**config.mk**
```make
export PLATFORM = sky130hd
export DESIGN_NAME = fp_minmax_stream
export DESIGN_NICKNAME = d
export VERILOG_FILES = /design/src/rtl/fp_minmax_stream.sv
export SDC_FILE = /design/constraint.sdc
export NUM_CORES = 1
export LEC_CHECK = 0
export CAP_MARGIN = 20
export CORE_MARGIN = 2
export CORE_UTILIZATION = 55
export DETAILED_ROUTE_END_ITERATION = 10
export GPL_TIMING_DRIVEN = 0
export PLACE_DENSITY = 0.83
export SLEW_MARGIN = 15
export SYNTH_ARGS = -nofsm -noshare
export SYNTH_HDL_FRONTEND = slang
export SYNTH_SLANG_ARGS = --single-unit
```
**constraint.sdc**
```tcl
create_clock -name clk_i -period 5.3 [get_ports clk_i]
set_input_delay 0.795 -clock clk_i [delete_from_list [all_inputs] [get_ports clk_i]]
set_output_delay 0.795 -clock clk_i [all_outputs]
set_load 0.1 [all_outputs]
```
**src/rtl/fp_minmax_stream.sv**
```systemverilog
// Streaming min/max reducer over packets of IEEE754 single-precision values.
// Define FP_MINMAX_NAN_EN to screen NaNs out of the ordering and add nan_seen_o.
module fp_minmax_stream #(
  parameter int unsigned IDX_W = 16
) (
  input  logic             clk_i,
  input  logic             rst_ni,
  input  logic             in_valid_i,
  output logic             in_ready_o,
  input  logic [31:0]      in_data_i,
  input  logic             in_last_i,
  output logic             out_valid_o,
  input  logic             out_ready_i,
  output logic [31:0]      min_val_o,
  output logic [31:0]      max_val_o,
  output logic [IDX_W-1:0] min_idx_o,
  output logic [IDX_W-1:0] max_idx_o,
  output logic [IDX_W-1:0] count_o,
  output logic             ovf_o
`ifdef FP_MINMAX_NAN_EN
  ,
  output logic             nan_seen_o
`endif
);

  typedef enum logic [1:0] {StFirst, StAccum, StHold} state_e;

  state_e           state_q;
  logic             in_ready_q;
  logic             out_valid_q;
  logic [31:0]      min_q;
  logic [31:0]      max_q;
  logic [IDX_W-1:0] min_idx_q;
  logic [IDX_W-1:0] max_idx_q;
  logic [IDX_W-1:0] count_q;
  logic [IDX_W-1:0] count_d;
  logic             ovf_q;
  logic             in_fire;
  logic             upd_min;
  logic             upd_max;

  // Sign-magnitude "a < b"; +0 and -0 compare equal.
  function automatic logic fp_lt(input logic [31:0] a, input logic [31:0] b);
    if (a[30:0] == '0 && b[30:0] == '0) return 1'b0;
    if (a[31] != b[31]) return a[31];
    return a[31] ? (a[30:0] > b[30:0]) : (a[30:0] < b[30:0]);
  endfunction

  assign in_fire = in_valid_i && in_ready_q;
  assign count_d = count_q + IDX_W'(1);

`ifdef FP_MINMAX_NAN_EN
  logic is_nan;
  logic nan_seen_q;
  logic nan_only_q;  // every element so far was NaN; next real value seeds both extremes

  assign is_nan  = (in_data_i[30:23] == 8'hFF) && (in_data_i[22:0] != '0);
  assign upd_min = !is_nan && (nan_only_q || fp_lt(in_data_i, min_q));
  assign upd_max = !is_nan && (nan_only_q || fp_lt(max_q, in_data_i));
  assign nan_seen_o = nan_seen_q;
`else
  assign upd_min = fp_lt(in_data_i, min_q);
  assign upd_max = fp_lt(max_q, in_data_i);
`endif

  always_ff @(posedge clk_i or negedge rst_ni) begin
    if (!rst_ni) begin
      state_q     <= StFirst;
      in_ready_q  <= 1'b1;
      out_valid_q <= 1'b0;
      min_q       <= '0;
      max_q       <= '0;
      min_idx_q   <= '0;
      max_idx_q   <= '0;
      count_q     <= '0;
      ovf_q       <= 1'b0;
`ifdef FP_MINMAX_NAN_EN
      nan_seen_q  <= 1'b0;
      nan_only_q  <= 1'b0;
`endif
    end else begin
      unique case (state_q)
        StFirst: begin
          if (in_fire) begin
            min_q     <= in_data_i;
            max_q     <= in_data_i;
            min_idx_q <= '0;
            max_idx_q <= '0;
            count_q   <= IDX_W'(1);
            ovf_q     <= 1'b0;
`ifdef FP_MINMAX_NAN_EN
            nan_seen_q <= is_nan;
            nan_only_q <= is_nan;
`endif
            if (in_last_i) begin
              state_q     <= StHold;
              in_ready_q  <= 1'b0;
              out_valid_q <= 1'b1;
            end else begin
              state_q <= StAccum;
            end
          end
        end
        StAccum: begin
          if (in_fire) begin
            if (upd_min) begin
              min_q     <= in_data_i;
              min_idx_q <= count_q;
            end
            if (upd_max) begin
              max_q     <= in_data_i;
              max_idx_q <= count_q;
            end
`ifdef FP_MINMAX_NAN_EN
            if (is_nan) nan_seen_q <= 1'b1;
            else        nan_only_q <= 1'b0;
`endif
            count_q <= count_d;
            if (count_q == '1) ovf_q <= 1'b1;
            if (in_last_i) begin
              state_q     <= StHold;
              in_ready_q  <= 1'b0;
              out_valid_q <= 1'b1;
            end
          end
        end
        StHold: begin
          if (out_ready_i) begin
            state_q     <= StFirst;
            in_ready_q  <= 1'b1;
            out_valid_q <= 1'b0;
`ifdef FP_MINMAX_NAN_EN
            nan_seen_q  <= 1'b0;
`endif
          end
        end
        default: state_q <= StFirst;
      endcase
    end
  end

  assign in_ready_o  = in_ready_q;
  assign out_valid_o = out_valid_q;
  assign min_val_o   = min_q;
  assign max_val_o   = max_q;
  assign min_idx_o   = min_idx_q;
  assign max_idx_o   = max_idx_q;
  assign count_o     = count_q;
  assign ovf_o       = ovf_q;

endmodule

```
Word-level counts from Yosys, hierarchy flattened
Cells that the tools add are included.
{"block": "op_classes", "n_reduce_logical": 16, "n_mux": 51, "n_lt_le_gt_ge": 4, "add_sub_neg": 1, "eq_ne": 14}
{"operator": "$mux 32", "count": 5}
{"operator": "$pmux 32 s2", "count": 2}
{"operator": "$mux 16", "count": 7}
{"operator": "$pmux 16 s2", "count": 3}
{"operator": "$logic_not 31->1", "count": 3}
{"operator": "$gt 31x31->1", "count": 2}
{"operator": "$lt 31x31->1", "count": 2}
{"operator": "$mux 1", "count": 25}
{"operator": "$reduce_and 4->1", "count": 5}
{"operator": "$add 16x1->16 const B", "count": 1}
{"operator": "$eq 16x16->1 const B", "count": 1}
{"operator": "$ne 2x2->1 const B", "count": 7}
{"operator": "$mux 2", "count": 5}
{"operator": "$pmux 1 s2", "count": 3}
{"operator": "$pmux 2 s3", "count": 1}
{"operator": "$ne 2x1->1 const B", "count": 2}
{"operator": "$reduce_bool 2->1", "count": 2}
{"operator": "$logic_and 1x1->1", "count": 3}
{"operator": "$reduce_and 3->1", "count": 1}
{"operator": "$eq 2x1->1 const B", "count": 1}
{"operator": "$eq 2x2->1 const B", "count": 1}
{"operator": "$logic_not 2->1", "count": 1}
{"operator": "$ne 1x1->1", "count": 2}
{"operator": "$reduce_or 2->1", "count": 1}
{"block": "word_totals", "elab_cells": 95, "output_inout_bits": 115, "reg_bits": 117, "in_bits": 37}

Longest topological paths before layout
Gate-level depths: netlist of the first run.
{"block": "depth", "word_depth": 9, "depth_mapped": 11}

Worst setup path before layout of the first run
No wires, ideal clock.
{"block": "synth_timing", "path_kind": "register to register", "startpoint": "register max_q[4] (netlist: max_val_o[4])", "endpoint": "register max_q[16] (netlist: max_val_o[16])", "path_stages_with_launch": 10, "path_slack_ps": 1935, "path_buffers": 1, "period_less_slack_ps": 3365, "arrival_ps": 3237, "path_cell_list": "dfrtp_1 > ha_1 > a211oi_1 > nor2_1 > o31a_1 > o41a_1 > o21a_1 > o31ai_4 > buf_6 > mux2_1"}
{"block": "synth_between", "elab_chain_len": 6}
{"element": "from (decl)", "line": "32", "text": "logic [31:0] max_q;"}
{"element": "from (signal assigned)", "line": "86", "text": "max_q <= in_data_i;"}
{"element": "from (signal assigned)", "line": "111", "text": "max_q <= in_data_i;"}
{"element": "$lt 31x31->1 (tied with other cells)", "line": "46", "text": "return a[31] ? (a[30:0] > b[30:0]) : (a[30:0] < b[30:0]);"}
{"element": "$mux 1 / $logic_and 1x1->1 (equally long branches)", "line": "46, 44"}
{"element": "$mux 1 (on tied branches)", "line": "46, 44"}
{"element": "$mux 1 (*)", "line": "45", "text": "if (a[31] != b[31]) return a[31];"}
{"element": "$ne 2x2->1 (no line) (*)"}
{"element": "$reduce_and 4->1 (no line) (*)"}
Every way passes the cells marked *; elsewhere a longest branch is shown, timed or not.
A chain may end at the register's enable or synchronous reset.

Final worst setup path of the first run
{"block": "layout_timing", "startpoint": "input port in_data_i[29]", "endpoint": "register max_q[28] (netlist: max_val_o[28])"}
{"block": "layout_between", "elab_chain_len": 6}
{"element": "from (decl)", "line": "10", "text": "input logic [31:0] in_data_i,"}
{"element": "$lt 31x31->1 (tied with other cells)", "line": "46"}
{"element": "$mux 1 / $logic_and 1x1->1 (equally long branches)", "line": "46, 44"}
{"element": "$mux 1 (on tied branches)", "line": "46, 44"}
{"element": "$mux 1 (*)", "line": "45"}
{"element": "$ne 2x2->1 (no line) (*)"}
{"element": "$reduce_and 4->1 (no line) (*)"}
Marked as above.

==> results of run 1 <==
[layout make-up]
class | count | area [µm²] | area share
plain buffers | 35 | 166 | 0.0180
clock buffers | 18 | 439 | 0.0474
clock inverters | 14 | 166 | 0.0180
inverters | 68 | 255 | 0.0276
multi-input cells | 490 | 3550 | 0.384
flip-flops and latches | 117 | 2930 | 0.316
well taps | 168 | 210 | 0.0227
repair buffers | 152 | 1540 | 0.166
[layer usage]
metal / global-route usage / part of all wire
met1: 0.420 / 0.42
met2: 0.503 / 0.48
met3: 0.0617 / 0.074
met4: 0.133 / 0.025
met5: 0 / 0
[sequential cells by signal (all words and copies together) (netlist names)]
signal and count:
min_val_o 32, state_q 2, out_valid_o 1, in_ready_o 1, max_idx_o 16, count_o 16
max_val_o 32, ovf_o 1, min_idx_o 16
[how the worst min path moves through the flow]
stage,startpoint,to,slack [ns],cells after the start
2_1_floorplan,rst_ni,count_o[0]$_DFFE_PN0P_,0.50,0
3_3_place_gp,ovf_o$_DFFE_PN0P_,ovf_o$_DFFE_PN0P_,0.50,2
3_5_place_dp,max_idx_o[11]$_DFFE_PN0P_,max_idx_o[11]$_DFFE_PN0P_,0.52,2
4_1_cts,rst_ni,max_val_o[16]$_DFFE_PN0P_,0.32,1
5_1_grt,rst_ni,max_val_o[15]$_DFFE_PN0P_,0.35,1
6_report,rst_ni,max_val_o[16]$_DFFE_PN0P_,0.30,1
[through the flow]
stage	setup WS (ns)	hold WS [ns]	power (mW)	area, µm²
floorplan	1.93	0.499	0.940	6900
global placement	-1.02	0.499	1.01	8620
detailed placement	1.07	0.521	1.02	8650
CTS	1.50	0.322	2.18	9260
global route	1.29	0.346	2.24	9260
finish	1.38	0.305	2.18	9260
[power breakdown]
part	switching, mW	internal [mW]	leakage (nW)
Combinational	0.0671	0.0418	2.53
Sequential	0	0.894	1.45
Clock	0.457	0.718	0.294
Total	0.524	1.65	4.28
[logic make-up (layout without fill, tap and decap cells)]
| logic type | Yosys count | after routing | share of synthesized area |
|---|---|---|---|
| AOI/OAI and AO/OA | 134 | 134 | 0.144 |
| muxes | 64 | 64 | 0.0982 |
| buffers and inverters | 103 | 287 | 0.0611 |
| xor gates and xnor gates | 10 | 10 | 0.0127 |
| adders and majority gates | 63 | 63 | 0.114 |
| and+or+nand+nor | 219 | 219 | 0.145 |
| DFF | 117 | 117 | 0.424 |
[cells in the final DEF (no fill, tap or decap), types with 30 or more instances in the layout]
| master | Yosys | routed |
|---|---|---|
| a21oi_1 | 32 | 32 |
| o2111ai_1 | 31 | 31 |
| nor2_1 | 31 | 31 |
| inv_1 | 67 | 67 |
| nand2_1 | 115 | 115 |
| ha_1 | 63 | 63 |
| clkdlybuf4s50_1 | 0 | 150 |
| o311ai_0 | 30 | 30 |
| dfrtp_1 | 116 | 116 |
| mux2i_1 | 34 | 34 |
==> impl_metrics.yaml, run 1 <==
synthesis:
  syn_area_um2: 6900
  synth_area_leaders: "dfrtp_1 42%, ha_1 11%, nand2_1 6.3%"
  async_reset_ff_frac: 1.00
  yosysTopAreaCellShare: 0.421
  syn_area_per_cell_um2: 9.72
  ys_types: 50
  netlist_top_cells_count: "116 x dfrtp_1, 115 x nand2_1, 67 x inv_1, 63 x ha_1, 34 x mux2i_1"
  synth_cells: 710
  yosysMostFrequentCell: "dfrtp_1"
  yosysWarnings: 0
  synth.yosys.seq_area_share: 0.424
  ys_seq_elements: 117
  synth_top_cell_by_area: "dfrtp_1"
  synth_edf_count: 0
  synth-main-ff-cell: "dfrtp_1"
  syn_nets: 810
critical_path:
  slowest_delay_ns: 0.84
  crit_buf_inv: 3
  crit_type: "in2reg"
  path_cells: "clkdlybuf4s50_1 -> inv_1 -> ha_1 -> nand4_1 -> nor4_1 -> o41a_1 -> nor3_2 -> o31ai_4 -> buf_6 -> mux2_1"
  cp_data_arrival_time_ns: 4.22
  worstSetupPathDepth: 10
  crit_start: "in_data_i[29]"
  worst_setup_path_end_kind: "register"
  r2r_slack_ns: 2.01
  crit_path_top_delay_cell: "nor4_1"
  start_kind: "input pin"
  r2r_cells: 8
  cp-endpoint: "max_val_o[28]$_DFFE_PN0P_"
  reg2reg_from: "max_val_o[29]$_DFFE_PN0P_"
  rr_endpoint: "max_val_o[28]$_DFFE_PN0P_"
  crit_family: "simple AND/OR/NAND/NOR gates"
  cp_max_fo: 10
  cp_data_required_time_ns: 5.60
clock_tree:
  hold_buffers: 0
  cts_buffers: 17
  clock-sinks: 117
  root_buffer: "clkbuf_16"
  worstSkewPairLatency_ns: 0.42
  cts_tree: "yes"
  clk_pin_slew_ns: 0.06
  cts_setup_buffers: 0
  h-tree-depth: 4
  ctsResizeCount: 0
  cts_max_path_buffers: 2
outcome:
  run_status: "finished, final reports clean"
timing:
  setup_viol: 0
  fin_skew_ns: 0.00521
  rsz0062_at_grt: "false"
  report.final.slew_viol_count: 0
  slew_headroom: 0.318
  hold_viol_final: 0
  finalCritPeriodShare: 0.740
  worst_pin_slew_ns: 1.02
  tns_ns: 0
  layout_min_cycle_time_ns: 3.92
  max_freq_mhz: 255
routing:
  drtPass1Iterations: 7
  wl_per_cell_um: 19.4
  vias: 6513
  via_per_inst: 6.13
  ant_nets: 0
  drc: 0
  drtIter0Drc: 611
  totalWireLength_um: 20600
power:
  ir_worst_vdd_mv: 0.209
  p_leak_nw: 4.28
  p_per_area_nw_per_um2: 235
placement:
  io_buffer_count: 151
  dp_hpwl_um: 15300
  gp_congestion: 0.949
  dp_cells: 1030
global_routing:
  grt_pass1_vias: 6347
  grtUsageTotal: 0.314
  grt_pass1_wl_um: 32400
  grt_max_degree: 69
  antenna_found_initial: 0
  grt_overflow: 0
die:
  ios: 152
  dieArea_um2: 13500
  core_um2: 12100
  die_w_um: 116
  fp.dieH_um: 116
  rows: 40
  start_util: 0.570
worst_hold_path:
  hold_class: "in2async"
finish:
  post-route-util: 0.764
  synthToLayoutAreaGrowth_pct: 34.1
  final_cells: 1062
  nets: 981
  antenna_cells: 0
  drive_gt1_frac: 0.0526
  fillers: 842
run:
  max-cap-violations: 0
Power figures use the tool's default switching activity.
==> run 2: changes to the inputs <==
CORE_UTILIZATION = 47   (was 55)
PLACE_DENSITY = 0.75   (was 0.83)
clock period = 3.6 ns   (was 5.3 ns; I/O delays follow)
==> run 2 against run 1 <==
  * Via count decreased by 3.4%
  * Routed wire length down 1.7%
  * Register-to-register slack got worse by 1.5 ns
  * Non-clock buffer count is the same
  * Largest power group unchanged
==> impl_metrics.yaml, run 2 (same netlist as run 1, synthesis figures left out) <==
timing:
  hold_viol_final: 0
  tns_ns: 0
  layout_min_cycle_time_ns: 3.41
  finalCritPeriodShare: 0.947
  report.final.slew_viol_count: 0
  setup_viol: 0
  fin_skew_ns: 0.00585
  worst_pin_slew_ns: 1.04
  slew_headroom: 0.303
  max_freq_mhz: 293
global_routing:
  grt_pass1_wl_um: 32600
  grt_max_degree: 83
  antenna_found_initial: 0
  grtUsageTotal: 0.262
  grt_overflow: 0
  grt_pass1_vias: 6254
die:
  core_um2: 14400
  fp.dieH_um: 125
  start_util: 0.479
  rows: 44
  ios: 152
  dieArea_um2: 15700
  die_w_um: 125
worst_hold_path:
  hold_class: "in2async"
placement:
  dp_hpwl_um: 14800
  placed_area_um2: 8670
  dp_cells: 1046
  gp_congestion: 0.908
  io_buffer_count: 151
finish:
  multiInputGateArea_um2: 3590
  layout_common_cells: "150 x clkdlybuf4s50_1, 116 x dfrtp_1, 115 x nand2_1"
  antenna_cells: 0
  post-route-util: 0.644
  drive_gt1_frac: 0.0593
  layout_commonest_cell: "clkdlybuf4s50_1"
  post-route-cell-area_um2: 9290
  nets: 981
  final_cells: 1078
  synthToLayoutAreaGrowth_pct: 34.6
  seq_area_um2: 2930
  fillers: 1260
clock_tree:
  hold_buffers: 0
  h-tree-depth: 4
  root_buffer: "clkbuf_16"
  cts_buffers: 17
  clk_pin_slew_ns: 0.06
  worstSkewPairLatency_ns: 0.42
  cts_tree: "yes"
  cts_max_path_buffers: 2
  clock-sinks: 117
critical_path:
  worst_setup_path_end_kind: "register"
  start_kind: "input pin"
  cp_max_fo: 10
  cp_data_required_time_ns: 3.90
  reg2reg_from: "min_val_o[14]$_DFFE_PN0P_"
  cp_data_arrival_time_ns: 3.71
  crit_start: "in_data_i[4]"
  crit_type: "in2reg"
power:
  pwr-share-clk: 0.527
  p_sw_frac: 0.241
  power_switching_mw: 0.753
  p_comb_frac: 0.051
  ir_worst_vdd_mv: 0.259
  p_per_area_nw_per_um2: 336
  p_int_mw: 2.37
  p_leak_nw: 4.28
  p_seq_frac: 0.422
routing:
  totalWireLength_um: 20300
  drtPass1Iterations: 5
  route.met3.wl_um: 1320
  wl_per_cell_um: 18.8
  drtIter0Drc: 552
  top_layer: "met4"
  wl_met1_um: 9170
  ant_nets: 0
  vias: 6290
  drc: 0
  via_per_inst: 5.83
  route.met2.wl_um: 9280
run:
  max-cap-violations: 0
outcome:
  run_status: "finished, final reports clean"
[run 2: cell count changes in the layout (fill, tap and decap cells not counted), sizes merged]
| cell | delta |
|---|---|
| bufinv | -1 |
| clkinvlp | +3 |
| clkinv | +1 |
| clkbuf | +1 |
| inv | -4 |
[run 2: layout make-up]
class | instances | share of cell area
buffer | 35 | 0.0183
clock buffer | 19 | 0.0487
timing repair buffer | 152 | 0.166
multi-input combinational | 490 | 0.386
clock inverter | 13 | 0.0136
tap | 184 | 0.0248
sequential | 117 | 0.315
inverter | 68 | 0.0275
[run 2: per-stage QoR]
| stage | hold slack (ns) | total power [mW] | setup slack [ns] |
|---|---|---|---|
| after global placement | 0.491 | 1.49 | -2.70 |
| after floorplan | 0.244 | 1.38 | 0.235 |
| final | 0.0122 | 3.12 | 0.190 |
| after CTS | 0.0196 | 3.14 | 0.0129 |
| after global routing | 0.0361 | 3.21 | -0.0536 |
| after detailed placement | 0.464 | 1.50 | -0.430 |
[run 2: critical path, cell delays in order]
cell and delay, ns:
clkdlybuf4s50_1 0.65, inv_1 0.08, ha_1 0.31, a211oi_1 0.24
nor2_1 0.09, o31a_1 0.25, o41a_1 0.38, o21a_1 0.26
o31ai_4 0.34, buf_6 0.23, mux2_1 0.34
[run 2: power groups by stage]
stage | combinational, mW | sequential (mW) | clock [mW]
CTS | 0.159 | 1.32 | 1.66
finish | 0.160 | 1.32 | 1.65
global route | 0.178 | 1.32 | 1.72
global placement | 0.151 | 1.34 | 0
detailed placement | 0.157 | 1.34 | 0
floorplan | 0.0441 | 1.34 | 0
[run 2: repair_timing]
action,in CTS,in global routing
setup buffers,0,0
endpoints found under the setup margin,0,79
resized for setup,0,12
hold endpoints to repair,0,0
[run 2: path summary, 6_finish.rpt]
kind                       slack, ns  cells past startpoint                        end
max                             0.19                     11  max_val_o[16]$_DFFE_PN0P_
min                             0.01                      1  max_val_o[17]$_DFFE_PN0P_
max reg2reg                     0.54                     11   min_val_o[3]$_DFFE_PN0P_
min reg2reg                     0.52                      2   max_idx_o[3]$_DFFE_PN0P_
max in group asynchronous       2.83                      2     in_ready_o$_DFFE_PN1P_
min in group clk_i              0.52                      2   max_idx_o[3]$_DFFE_PN0P_
[run 2: metal layers]
layer / vias up / global-route usage
met2: 230 / 0.409
met3: 40 / 0.0526
met4: 0 / 0.0941
met5: - / 0
met1: 3068 / 0.365
li1: 2952 / -
